[config.mk]
export PLATFORM = sky130hd
export DESIGN_NAME = intersection_ctrl
export DESIGN_NICKNAME = d
export VERILOG_FILES = /design/src/rtl/intersection_ctrl_pkg.sv /design/src/rtl/intersection_ctrl_phase_timer.sv /design/src/rtl/intersection_ctrl.sv
export SDC_FILE = /design/constraint.sdc
export NUM_CORES = 1
export LEC_CHECK = 0
export ABC_AREA = 1
export CAP_MARGIN = 20
export CORE_MARGIN = 8
export CORE_UTILIZATION = 44
export CTS_CLUSTER_DIAMETER = 60
export CTS_CLUSTER_SIZE = 10
export DETAILED_ROUTE_END_ITERATION = 10
export PLACE_DENSITY = 0.76
export SYNTH_ARGS = -nofsm -noshare
export SYNTH_HDL_FRONTEND = slang
export SYNTH_SLANG_ARGS = --single-unit
[constraint.sdc]
create_clock -name ck -period 2.4 [get_ports ck]
set_input_delay 0.48 -clock ck [delete_from_list [all_inputs] [get_ports ck]]
set_output_delay 0.48 -clock ck [all_outputs]
set_load 0.01 [all_outputs]
[src/rtl/intersection_ctrl_pkg.sv]
// Shared definitions for the intersection phase sequencer.
// This file holds the phase codes, the one-hot lamp encodings and the per-phase lamp decode.
package intersection_ctrl_pkg;

  // Phase codes. Codes 6 and 7 are unused and are treated as illegal.
  typedef enum logic [2:0] {
    M_GRN = 3'd0,
    M_YEL = 3'd1,
    CLR_A = 3'd2,
    S_GRN = 3'd3,
    S_YEL = 3'd4,
    CLR_B = 3'd5
  } phase_e;

  // One-hot lamp encoding, ordered as {R,Y,G}.
  localparam logic [2:0] GREEN  = 3'b001;
  localparam logic [2:0] YELLOW = 3'b010;
  localparam logic [2:0] RED    = 3'b100;

  typedef struct packed {
    logic [2:0] main_lamp;
    logic [2:0] side_lamp;
  } lights_t;

  // Lamp pattern for each phase. Any code outside the legal set shows red on both roads.
  function automatic lights_t decode_lights(phase_e p);
    lights_t l;
    l = '{main_lamp: RED, side_lamp: RED};
    case (p)
      M_GRN:   l.main_lamp = GREEN;
      M_YEL:   l.main_lamp = YELLOW;
      S_GRN:   l.side_lamp = GREEN;
      S_YEL:   l.side_lamp = YELLOW;
      default: ;
    endcase
    return l;
  endfunction

endpackage

[src/rtl/intersection_ctrl_phase_timer.sv]
// Phase duration timer.
// It counts up from zero after a synchronous clear. With sat asserted it holds at limit-1.
// The done output is high while count equals limit-1.
module intersection_ctrl_phase_timer #(
  parameter int CW = 4
) (
  input  logic          ck,
  input  logic          rs,
  input  logic          clr,
  input  logic          sat,
  input  logic [CW:0]   limit,
  output logic [CW-1:0] count,
  output logic          done
);

  localparam logic [CW:0]   LIM_ONE = (CW+1)'(1);
  localparam logic [CW-1:0] INC     = CW'(1);

  assign done = ({1'b0, count} == (limit - LIM_ONE));

  // The count restarts on every phase entry. It freezes at the end of a saturating phase.
  always_ff @(posedge ck) begin
    // NOTE: sequential state uses non-blocking assignment so every register samples pre-edge values.
    if (!rs || clr) begin
      count <= '0;
    end else if (!(sat && done)) begin
      count <= count + INC;
    end
  end

endmodule

[src/rtl/intersection_ctrl.sv]
// Phase sequencer for a main/side intersection with a pedestrian crossing.
// The main road rests in green. A side car or a latched pedestrian request runs one full side cycle.
// The lamps are a zero-latency decode of the phase register. The walk lamp is registered.
module intersection_ctrl
  import intersection_ctrl_pkg::*;
#(
  parameter int CW       = 4,
  parameter int T_MG_MIN = 8,
  parameter int T_YEL    = 4,
  parameter int T_CLR    = 2,
  parameter int T_SG     = 6
) (
  input  logic          ck,
  input  logic          rs,
  input  logic          car_side,
  input  logic          ped_req,
  output logic [2:0]    main_light,
  output logic [2:0]    side_light,
  output logic          walk,
  output logic          ped_pending,
  output logic [2:0]    state,
  output logic [CW-1:0] counter
);

  phase_e        state_r;
  logic          pend_r;
  logic          walk_r;
  logic [CW:0]   limit;
  logic          done;
  logic          advance;
  logic          sat;
  logic [CW-1:0] count;
  lights_t       lights;

  // Select the duration of the current phase for the shared timer.
  always_comb begin
    // NOTE: each always_comb output gets a default first, so no path can leave it unassigned and infer a latch.
    limit = (CW+1)'(T_CLR);
    case (state_r)
      M_GRN:        limit = (CW+1)'(T_MG_MIN);
      M_YEL, S_YEL: limit = (CW+1)'(T_YEL);
      CLR_A, CLR_B: limit = (CW+1)'(T_CLR);
      S_GRN:        limit = (CW+1)'(T_SG);
      default:      limit = (CW+1)'(T_CLR);
    endcase
  end

  // Decide whether this edge leaves the current phase. An illegal code always leaves.
  always_comb begin
    advance = 1'b1;
    case (state_r)
      M_GRN:                      advance = done && (car_side || pend_r);
      M_YEL, CLR_A, S_GRN, S_YEL,
      CLR_B:                      advance = done;
      default:                    advance = 1'b1;
    endcase
  end

  assign sat = (state_r == M_GRN);

  intersection_ctrl_phase_timer #(.CW(CW)) u_timer (
    .ck    (ck),
    .rs    (rs),
    .clr   (advance),
    .sat   (sat),
    .limit (limit),
    .count (count),
    .done  (done)
  );

  // Phase sequencing, the pedestrian request latch and the walk lamp register.
  always_ff @(posedge ck) begin
    if (!rs) begin
      state_r <= M_GRN;
      pend_r  <= 1'b0;
      walk_r  <= 1'b0;
    end else begin
      // A new press has priority over the clear that happens when S_GRN is entered.
      if (ped_req) begin
        pend_r <= 1'b1;
      end else if (state_r == CLR_A && advance) begin
        pend_r <= 1'b0;
      end

      case (state_r)
        M_GRN: if (advance) state_r <= M_YEL;
        M_YEL: if (advance) state_r <= CLR_A;
        CLR_A: if (advance) begin
          state_r <= S_GRN;
          // The walk lamp takes the request value from before this edge.
          walk_r  <= pend_r;
        end
        S_GRN: if (advance) begin
          state_r <= S_YEL;
          walk_r  <= 1'b0;
        end
        S_YEL: if (advance) state_r <= CLR_B;
        CLR_B: if (advance) state_r <= M_GRN;
        default: begin
          state_r <= M_GRN;
          walk_r  <= 1'b0;
        end
      endcase
    end
  end

  assign lights      = decode_lights(state_r);
  assign main_light  = lights.main_lamp;
  assign side_light  = lights.side_lamp;
  assign walk        = walk_r;
  assign ped_pending = pend_r;
  assign state       = state_r;
  assign counter     = count;

endmodule

Word-level counts from Yosys, hierarchy flattened
Cells that the tools add are included.
- reductions and logical operators: 13
- bitwise logic cells: 1
- multiplexer cells: 16
- equal/unequal tests: 12
- $add $sub $neg: 2
- operators with widths (cell ; count):
    3-bit two-way mux ; 6
    3-bit one-hot mux with 6 select lines ; 1
    2-bit inequality test, second input constant ; 6
    3-bit one-hot mux with 2 select lines ; 2
    4-bit one-hot mux with 3 select lines ; 1
    3-bit by 2-bit == test with 1-bit output, second input constant ; 2
    3-bit == test, second input constant ; 2
    6-bit AND reduction ; 1
    4-bit by 5-bit == test with 1-bit output ; 1
    5-bit OR reduction ; 1
    4-bit by 1-bit subtractor with 5-bit output, second input constant ; 1
    4-bit by 1-bit adder with 4-bit output, second input constant ; 1
    1-bit two-way mux ; 4
    4-bit OR reduction ; 1
    3-bit by 1-bit == test with 1-bit output, second input constant ; 1
    1-bit logical AND ; 3
    3-bit logical NOT ; 1
    1-bit one-hot mux with 3 select lines ; 1
    3-bit AND reduction ; 1
    1-bit logical OR ; 2
    1-bit one-hot mux with 2 select lines ; 1
    2-bit nonzero test ; 1
    2-bit OR reduction ; 1
    1-bit logical NOT ; 1
    1-bit inverter ; 1
- word-level logic and storage cells: 48
- output and inout port bits: 15
- bits in registers: 9
- input port bits: 4

Longest topological paths before layout
- depth in word-level cells: 10
- mapped depth: 15
- depth with buffers taken out: 15

Hierarchy
Synthesis repeated with hierarchy kept, for this count alone.
- cells, all modules: 129
- area, all modules: 783.3 sq um
- modules (own cells, without submodules) (module ; cells each ; times used ; area an instance (sq um) ; sequential area each (sq um)):
    intersection_ctrl_phase_timer ; 71 ; 1 ; 421.7 ; 80.1
    intersection_ctrl ; 58 ; 1 ; 361.6 ; 100.1

Worst setup path after synthesis
Ideal clock, no wire load.
- path type: register -> register
- start point: register state_r[2] (netlist: state[2])
- end point: register pend_r (netlist: ped_pending)
- period minus slack after synthesis: 2.130 ns
- setup slack: 0.270 ns
- arrival: 2.014 ns
- buffers on the path: 0
- library setup time: 0.116 ns
- stages on the path, launching flop included: 13
- data required time: 2.284 ns
- cell sequence: dfxtp_1 > inv_2 > nor2_1 > nor2_1 > ha_1 > nand2_1 > nand2_1 > nor2_1 > nand4_4 > nand2_1 > nand2_1 > nand2_1 > a21oi_1
- longest elaborated chain between the ends: 9
- elaborated cells between the ends (all ways): 15
- those cells by class: add/sub (1); eq/ne (6); mux (2); reduce/logical (6)
- RTL lines (what ; line ; RTL):
    start: declaration ; intersection_ctrl.sv:25 ; phase_e state_r;
    start signal: assignment ; intersection_ctrl.sv:74 ; state_r <= M_GRN;
    start signal: assignment ; intersection_ctrl.sv:86 ; M_GRN: if (advance) state_r <= M_YEL;
    start signal: assignment ; intersection_ctrl.sv:87 ; M_YEL: if (advance) state_r <= CLR_A;
    3-bit by 1-bit == test with 1-bit output / 3-bit == test (equally long branches) ; intersection_ctrl.sv:39, intersection_ctrl.sv:51 ;
    2-bit OR reduction ; intersection_ctrl.sv:39 ; case (state_r)
    4-bit one-hot mux with 3 select lines ; intersection_ctrl.sv:39 ;
    4-bit by 1-bit subtractor with 5-bit output ; intersection_ctrl_phase_timer.sv:19 ; assign done = ({1'b0, count} == (limit - LIM_ONE));
    4-bit by 5-bit == test with 1-bit output ; intersection_ctrl_phase_timer.sv:19 ;
    1-bit logical AND ; intersection_ctrl.sv:52 ; M_GRN: advance = done && (car_side || pend_r);
    1-bit one-hot mux with 2 select lines ; intersection_ctrl.sv:51 ; case (state_r)
    1-bit logical AND * ; intersection_ctrl.sv:81 ; end else if (state_r == CLR_A && advance) begin
    2-bit nonzero test (no line) * ; - ;
    end signal: assignment ; intersection_ctrl.sv:75 ; pend_r <= 1'b0;
    end signal: assignment ; intersection_ctrl.sv:80 ; pend_r <= 1'b1;
    end signal: assignment ; intersection_ctrl.sv:82 ; pend_r <= 1'b0;
    end: declaration ; intersection_ctrl.sv:26 ; logic pend_r;
Mark *: on every way between the ends. The rest lies on a longest branch, timed or not.
A chain may end at the register's enable or synchronous reset.

Worst setup path after layout
- start point: register state_r[2] (netlist: state[2])
- end point: output port side_light[2]
- longest elaborated chain between the ends: 2
- elaborated cells between the ends (all ways): 3
- those cells by class: eq/ne (2); mux (1)
- RTL lines (what ; line ; RTL):
    3-bit == test / 3-bit by 2-bit == test with 1-bit output (equally long branches) ; intersection_ctrl_pkg.sv:29 ; case (p)
    3-bit one-hot mux with 2 select lines * ; intersection_ctrl_pkg.sv:29 ;
    end: declaration ; intersection_ctrl.sv:18 ; output logic [2:0] side_light,
Marked as above.

==> results.py <==
metrics = {
    "outcome": {
        "status": "finished, final reports clean",
    },
    "power": {
        "power.density_cell_area_nw_per_um2": 390,
        "switching_power_mw": 0.0817,
        "peakVddDrop_uv": 273,
        "sequential_share_of_power_pct": 50.0,
        "clkPwrFrac_pct": 34.9,
        "combinational_fraction_of_design_power_pct": 15.1,
        "leakage_power_nw": 0.380,
        "p_int_mw": 0.244,
        "sw_frac_of_total_pct": 25.1,
    },
    "synthesis": {
        "synth_cell_types": 19,
        "yosysTopAreaCellShare_pct": 29.9,
        "yosys_warning_total": 0,
        "post_synth_instance_area_sq_um": 602,
        "synth_top_flop_cell": "dfxtp_1",
        "async_flop_share_pct": 0,
        "synthMostInstantiatedCell": "nand2_1",
        "post_synthesis_net_count": 95,
        "seq_area_frac_synth_pct": 29.9,
        "ys_top_cells_by_count": "nand2_1, inv_1, nor2_1",
        "post_syn_instances": 89,
        "synth.ff_latch_count": 9,
        "synth_enable_flop_cells": 0,
        "netlist_top_cells_area": "dfxtp_1, nand2_1, inv_1",
        "avgSynthCellArea_sq_um": 6.76,
        "yosys.area.top_type": "dfxtp_1",
    },
    "die": {
        "dieHeight_um": 53.0,
        "floorplan.die.width_um": 53.0,
        "floorplan.initialDensity_pct": 46.8,
        "i_o_pin_count": 19,
        "rows": 13,
        "die_ar_sq_um": 2810,
        "core_region_area_sq_um": 1280,
    },
    "critical_path": {
        "path_cells": "inv_2, nor2_1, inv_1, nand2_1, inv_1, clkdlybuf4s50_1",
        "worst-path-buf-inv": 4,
        "critical_path_class": "flip-flop to output pin",
        "max_stage_delay_ns": 0.50,
        "critical-path-slowest-cell": "dfxtp_1",
        "path_common_cell": "inv_1",
        "worstPathArrival_ns": 1.73,
        "critical_path_peak_fanout": 7,
        "worst-endpoint-required_ns": 1.92,
        "critPathTopFamily": "buffers and inverters",
        "crit_end_category": "output pin",
        "timing.critical_path.from_type": "flip-flop",
    },
    "placed_design": {
        "post_dp_hpwl_mm": 1.15,
        "detailed_place.area_sq_um": 808,
        "gp_routability_congestion": 0.812,
        "buffer_ports.inserted": 18,
    },
    "clock_tree": {
        "cts_resized": 0,
        "clk_pin_slew_ns": 0.06,
        "cts_post_setup_buffers_inserted": 0,
        "cts.sink_count": 9,
        "clk_lat_worst_skew_ns": 0.25,
        "cts.hold.buffers_added": 0,
        "cts_tree": "built",
        "h-tree-depth": 1,
        "cts_made_buffers": 3,
        "cts_max_path_buffers": 2,
        "buffer_type_at_the_clock_tree_root": "clkbuf_4",
    },
    "drt": {
        "antenna_left": 0,
        "first_pass_iters": 4,
        "routed_wl_mm": 1.36,
        "initialDrtViolationCount": 3,
        "drt-vias-per-instance": 4.77,
        "avgRoutedWirePerCell_um": 10.7,
        "drc": 0,
        "dr_total_vias": 606,
    },
    "global_route": {
        "grt_usage_pct": 10.0,
        "grt-ovfl-total": 0,
        "grt_util_met2_pct": 16.0,
        "gr_peak_layer": "met2",
        "grtUsageMet1_pct": 12.3,
        "number_of_antenna_violations_at_the_first_check_in_global_routing": 0,
        "grt_pass1_vias": 534,
        "grt_first_pass_wirelength_mm": 2.20,
        "grt_use_met3_pct": 1.12,
        "grt_max_degree": 8,
    },
    "timing": {
        "rsz0062_at_grt": "false",
        "finalHoldViolations": 0,
        "layout_min_cycle_time_ns": 2.21,
        "final.setup_skew_ns": 0.00367,
        "tightestPinTransition_ns": 0.346,
        "period_share_pct": 92.2,
        "timing.slew.headroom_pct": 76.7,
        "final_max_slew_viol_count": 0,
        "timing.fmax_mhz": 452,
        "timing.setup.tns_ns": 0,
        "setup_viol": 0,
    },
    "final_layout": {
        "num-fill-cells": 118,
        "nNetsFinal": 119,
        "area_growth_pct": 38.9,
        "fin_area_sq_um": 836,
        "total_inserted_antenna_cells": 0,
        "final_layout_size_suffix_gt1_share_pct": 15.2,
    },
    "run": {
        "timing.max_cap.violations": 0,
    },
    "hold_path": {
        "min-delay-path-class": "flip-flop to flip-flop",
    },
}
power groups by stage:
| stage | combinational [mW] | sequential (mW) | clock [mW] |
|---|---|---|---|
| floorplan | 0.0247 | 0.168 | 0 |
| global placement | 0.0485 | 0.166 | 0 |
| global route | 0.0539 | 0.164 | 0.126 |
| detailed placement | 0.0495 | 0.166 | 0 |
| finish | 0.0491 | 0.163 | 0.114 |
| CTS | 0.0498 | 0.163 | 0.117 |
cell usage in the layout, fill, tap and decap left out, drive strengths merged:
master	Yosys	layout
a21oi	9	9
and3	1	1
buf	0	1
clkbuf	0	4
clkdlybuf4s50	0	18
dfxtp	9	9
ha	2	2
inv	15	15
nand2	28	28
nand3	5	5
nand4	2	2
nor2	11	11
nor3	2	2
o21ai	2	2
or2	1	1
xor2	2	2
final cells by class:
cell class | instances | area [sq um] | share of cell area, %
multi-input cells | 65 | 365 | 43.7
inverters | 15 | 56.3 | 6.74
well taps | 15 | 18.8 | 2.25
flip-flops and latches | 9 | 181 | 21.7
clock buffers | 4 | 26.3 | 3.14
repair buffers | 19 | 188 | 22.5
flip-flops by register name, summed over array words and instances, names as in the netlist:
register and flops:
ped_pending 1, walk 1, state 3, u_timer.count 4
per-stage QoR:
stage	total power [mW]	setup WS (ns)	util, %	cells	hold slack, ns
finish	0.326	0.188	65.0	127	0.464
detailed placement	0.216	0.283	62.9	123	0.458
global placement	0.215	0.326	62.9	123	0.450
global route	0.343	0.0169	65.0	127	0.495
CTS	0.330	0.120	64.9	127	0.467
floorplan	0.192	0.270	-	89	0.481
layer usage:
metal  part of all wire [%]  vias to the layer above
met5                      0                        -
met3                    3.5                        2
met1                     47                      264
met2                     48                       13
li1                       -                      327
met4                    2.0                        0
kinds of logic (layout without fill, tap and decap cells):
logic type               count (synthesis)  in the layout  share of synthesized area, %
adder cells (fa/ha/maj)                  2              2                          4.16
buffers and inverters                   15             38                          9.36
AO/OA/AOI/OAI                           11             11                          9.77
flip-flops                               9              9                          29.9
XOR/XNOR                                 2              2                          2.91
AND/OR/NAND/NOR                         50             50                          43.9
path summary, 6_finish.rpt:
check	to	cells after the start	slack [ns]	from
worst min register to register	walk	2	0.46	walk
worst max register to register	walk	11	0.26	state[2]
worst min-delay path	walk	2	0.46	walk
worst max-delay path	side_light[2]	6	0.19	state[2]
worst reg2reg max path, cell delays in order, from the launching register on:
cell and delay [ns]:
dfxtp_1 0.50, inv_2 0.10, nor2_1 0.20, nor2_1 0.07
ha_1 0.28, nand2_1 0.07, nand2_1 0.04, nor2_1 0.27
nand4_4 0.18, nand2_1 0.13, nand3_1 0.08, a21oi_1 0.15
(Power assumes the default switching activity.)
